[src/rtl/bus_arb_mux.sv]
// N-channel arbitrating mux with a single-entry registered output and valid/ready
// handshakes. MODE=0 picks the channel from sel_i; MODE=1 round-robins over valid channels.
module bus_arb_mux #(
    parameter int WIDTH = 16,
    parameter int CH    = 4,
    parameter int SELW  = 2,
    parameter int MODE  = 0
) (
    input  logic                clk_i,
    input  logic                rst_i,
    input  logic [CH*WIDTH-1:0] in_data_i,
    input  logic [CH-1:0]       in_valid_i,
    output logic [CH-1:0]       in_ready_o,
    input  logic [SELW-1:0]     sel_i,
    output logic [WIDTH-1:0]    out_data_o,
    output logic                out_valid_o,
    input  logic                out_ready_i,
    output logic [SELW-1:0]     out_ch_o
);

    logic [WIDTH-1:0] data_q, data_d;
    logic             valid_q, valid_d;
    logic [SELW-1:0]  ch_q, ch_d;
    logic [SELW-1:0]  ptr_q, ptr_d;

    logic             can_accept;
    logic [SELW-1:0]  grant;
    logic             grant_hit;
    logic             gvalid;
    logic [WIDTH-1:0] grant_data;
    logic             xfer_in;

    assign can_accept = !valid_q || out_ready_i;

    // grant_hit: grant names a real channel (sel in range, or some channel valid in RR)
    always_comb begin
        int best;
        int off;
        grant     = '0;
        grant_hit = 1'b0;
        gvalid    = 1'b0;
        best      = CH;
        off       = 0;
        if (MODE == 0) begin
            grant = sel_i;
            for (int i = 0; i < CH; i++) begin
                if (sel_i == SELW'(i)) begin
                    grant_hit = 1'b1;
                    gvalid    = in_valid_i[i];
                end
            end
        end else begin
            // Distance of each valid channel from ptr, wrapping at CH; nearest wins.
            for (int i = 0; i < CH; i++) begin
                off = i - int'(ptr_q);
                if (off < 0) off = off + CH;
                if (in_valid_i[i] && off < best) begin
                    best      = off;
                    grant     = SELW'(i);
                    grant_hit = 1'b1;
                    gvalid    = 1'b1;
                end
            end
        end
    end

    always_comb begin
        grant_data = '0;
        in_ready_o = '0;
        for (int i = 0; i < CH; i++) begin
            if (grant == SELW'(i)) begin
                grant_data    = in_data_i[i*WIDTH +: WIDTH];
                in_ready_o[i] = grant_hit && can_accept && !rst_i;
            end
        end
    end

    assign xfer_in = gvalid && can_accept && !rst_i;

    always_comb begin
        data_d  = data_q;
        valid_d = valid_q;
        ch_d    = ch_q;
        ptr_d   = ptr_q;
        if (xfer_in) begin
            data_d  = grant_data;
            ch_d    = grant;
            valid_d = 1'b1;
            if (MODE != 0) begin
                ptr_d = (grant == SELW'(CH-1)) ? '0 : grant + 1'b1;
            end
        end else if (valid_q && out_ready_i) begin
            valid_d = 1'b0;
        end
    end

    always_ff @(posedge clk_i) begin
        if (rst_i) begin
            data_q  <= '0;
            valid_q <= 1'b0;
            ch_q    <= '0;
            ptr_q   <= '0;
        end else begin
            data_q  <= data_d;
            valid_q <= valid_d;
            ch_q    <= ch_d;
            ptr_q   <= ptr_d;
        end
    end

    assign out_data_o  = data_q;
    assign out_valid_o = valid_q;
    assign out_ch_o    = ch_q;

endmodule

[config.mk]
export PLATFORM = sky130hd
export DESIGN_NAME = bus_arb_mux
export DESIGN_NICKNAME = d
export VERILOG_FILES = /design/src/rtl/bus_arb_mux.sv
export SDC_FILE = /design/constraint.sdc
export NUM_CORES = 1
export LEC_CHECK = 0
export CORE_ASPECT_RATIO = 2
export CORE_UTILIZATION = 34
export CTS_BUF_LIST = sky130_fd_sc_hd__clkbuf_2
export CTS_CLUSTER_DIAMETER = 30
export CTS_CLUSTER_SIZE = 40
export DETAILED_ROUTE_END_ITERATION = 8
export PLACE_DENSITY = 0.82
export SYNTH_ARGS = -nofsm -noshare
export SYNTH_HDL_FRONTEND = slang
export SYNTH_SLANG_ARGS = --single-unit
[constraint.sdc]
create_clock -name clk_i -period 1.6 [get_ports clk_i]
set_input_delay 0.24 -clock clk_i [delete_from_list [all_inputs] [get_ports clk_i]]
set_output_delay 0.24 -clock clk_i [all_outputs]
set_load 0.01 [all_outputs]
==> impl_metrics.json <==
{
  "grt_overflow": 0,
  "ant_nets": 0,
  "yosys-top-cells-area": "dfxtp_1 (31%), mux4_2 (29%), a21oi_1 (7.3%), nand3_1 (6.9%), buf_6 (4.6%)",
  "n_antenna_cell": 0,
  "crit_chain": "buf_4 > clkdlybuf4s50_1",
  "portBuffers": 95,
  "dr.first_iter.drc_count": 59,
  "use_met3_pct": 1.87,
  "wl_per_cell_microns": 16.4,
  "cp.required_ns": 1.36,
  "switching_share_pct": 28.3,
  "cpMaxStageDelayCell": "clkdlybuf4s50_1",
  "syn_to_final_growth_pct": 88.9,
  "yosysTopAreaCell": "dfxtp_1",
  "drive_gt1_share_pct": 22.2,
  "yosysSeqAreaShare_pct": 30.9,
  "cts_hold_buf": 0,
  "ys_ff_latch": 19,
  "power_switching_mw": 0.372,
  "fin_crit_ns": 1.55,
  "peakVddDrop_mv": 0.378,
  "comb_power_share_pct": 43.5,
  "startpoint_type": "flip-flop",
  "clock_sinks": 19,
  "synth.most_common_cell": "dfxtp_1",
  "power_mw": 1.31,
  "busiest_layer": "met2",
  "synth_common_cells": "dfxtp_1 (19), a21oi_1 (18), nand3_1 (17), mux4_2 (16), o21ai_0 (9)",
  "antenna_found_initial": 0,
  "drc": 0,
  "grt_use_met1_pct": 22.1,
  "path_delay_family": "buffers and inverters",
  "holdWs_ns": 0.476,
  "ys_warn_count": 0,
  "clkSlewWorstSetupHoldPaths_ns": 0.18,
  "cp_slowest_stage_delay_ns": 0.52,
  "worstMarginPinSlew_ns": 0.376,
  "cp.arrival_ns": 1.31,
  "crit_type": "reg2out",
  "finClkSkew_ns": 0.0132,
  "dp_slack_ns": -0.621,
  "htreeDepth": 1,
  "worstSkewPairLatency_ns": 0.31,
  "fillers": 267,
  "grt_first_pass_wirelength_microns": 6600,
  "ys.flop_type": "dfxtp_1",
  "clock-root-buffer": "clkbuf_2",
  "grt_max_degree": 20,
  "synth_enable_flop_cells": 0,
  "cts_tree": "done",
  "fmax_ghz": 0.644,
  "yosysTopAreaCellShare_pct": 30.9,
  "finalNetCount": 295,
  "hold_viol_final": 0,
  "drv_cap": 0,
  "reg2reg_slack_ns": 0.13,
  "die-height_microns": 87.1,
  "synth_cell_types": 25,
  "start_util_pct": 36.0,
  "die_area_sq_um": 3880,
  "grt.total_usage_pct": 23.1,
  "status": "complete, no violations",
  "power.internal_mw": 0.941,
  "num_vias": 1445,
  "syn_nets": 191,
  "min_period_over_period_pct": 97.0,
  "gp_congestion": 0.806,
  "synthCells": 118,
  "ys_async_sr_fraction_pct": 0,
  "avgViaCountPerCell": 5.37,
  "avgSynthCellArea_sq_um": 10.4,
  "synth_area_sq_um": 1230,
  "seqPwrFrac_pct": 41.1,
  "maxSlewViolCount": 0,
  "slew_headroom_pct": 74.2,
  "grt_pass1_vias": 1472,
  "gr-usage-met2_pct": 45.1,
  "io_pins": 96,
  "floorplan.rows": 30,
  "numCtsBuffers": 3,
  "rsz0062_at_grt": "false",
  "finalWirelength_microns": 4410,
  "p_leak_nw": 0.860,
  "power_density_nw_per_um2": 565,
  "cts_buffer_depth": 2,
  "clkPwrFrac_pct": 15.4,
  "dr.pass1.iters": 4,
  "die_w_microns": 44.5,
  "cp-end-kind": "primary output",
  "hold_class": "reg2reg",
  "worst_slack_ns": 0.0472,
  "setup_violations": 0,
  "cp_num_buf_inv": 2,
  "core_sq_um": 3420,
  "hpwl_microns": 3630,
  "cp_max_fo": 2
}
## metrics by stage
stage                     utilization (%)  cells  TNS [ns]  area, sq um
after floorplan                         -    118         0         1230
after global placement               66.8    263     -9.51         2280
after detailed placement             66.8    263    -11.36         2280
after CTS                            67.7    268         0         2310
after global routing                 68.0    269         0         2320
final                                68.0    269         0         2320
## state kept, by name, summed over array words and instances (netlist names)
signal	cells
out_ch_o	2
out_valid_o	1
out_data_o	16
## routing by layer
metal  wire [microns]  vias to the layer above
met5                0                        -
met4              178                        0
met3              228                       16
met2             2710                       86
met1             1300                      680
li1                 -                      663
## layout by cell type (no fill, tap or decap)
cell type,instances
nand2_1,1
buf_2,2
o21ai_0,9
nand2b_1,1
nor4_1,2
inv_1,1
nor2b_4,1
buf_6,1
dfxtp_1,18
nor2_1,2
clkinv_2,1
nor3_4,1
mux2i_1,1
a21oi_1,18
mux4_2,16
o21ai_1,7
clkbuf_2,5
buf_4,13
nand3_2,1
nand3_1,17
clkdlybuf4s50_1,88
dlygate4sd2_1,3
or3_1,1
and3_1,3
o21ai_2,2
a21oi_2,1
buf_12,3
dfxtp_2,1
mux2_4,1
## tightest hold or removal path, cell delays in order (launching register included)
cell and delay [ns]:
dfxtp_1 0.35, nand3_1 0.06, a21oi_1 0.05
## power by group through the flow
stage               clock (mW)  sequential, mW  combinational (mW)
finish                   0.202           0.540               0.571
global route             0.222           0.543               0.605
CTS                      0.201           0.540               0.561
detailed placement           0           0.549               0.556
global placement             0           0.547               0.540
floorplan                    0           0.563               0.218
## worst paths after layout
path                                             startpoint                           to  depth (start not counted)
worst max-delay path               out_valid_o$_SDFFE_PP0P_                  out_valid_o                          2
worst min-delay path            out_data_o[14]$_SDFFE_PP0P_  out_data_o[14]$_SDFFE_PP0P_                          2
worst max register to register     out_valid_o$_SDFFE_PP0P_  out_data_o[10]$_SDFFE_PP0P_                          6
worst min register to register  out_data_o[14]$_SDFFE_PP0P_  out_data_o[14]$_SDFFE_PP0P_                          2
## repair_timing
| action | CTS | global route |
|---|---|---|
| resized for setup | 21 | 3 |
| endpoints found under the setup margin | 21 | 15 |
| buffers inserted | 1 | 1 |
| pin swaps | 0 | 1 |
## kinds of logic after synthesis
family                 count (synthesis)  synth area share, %
AOI/OAI and AO/OA                     37                 16.0
and+or+nand+nor                       30                 13.5
buffers and inverters                 14                 8.24
DFF                                   19                 30.9
muxes                                 18                 31.3
## final cells by class
| cell class | instances | area (sq um) | area share (%) |
|---|---|---|---|
| timing repair buffer | 112 | 1100 | 47.2 |
| multi-input combinational | 85 | 762 | 32.8 |
| sequential | 19 | 382 | 16.4 |
| tap | 48 | 60.1 | 2.58 |
| clock buffer | 3 | 15.0 | 0.646 |
| clock inverter | 1 | 5.00 | 0.215 |
| inverter | 1 | 3.75 | 0.162 |
(Power assumes the default switching activity.)
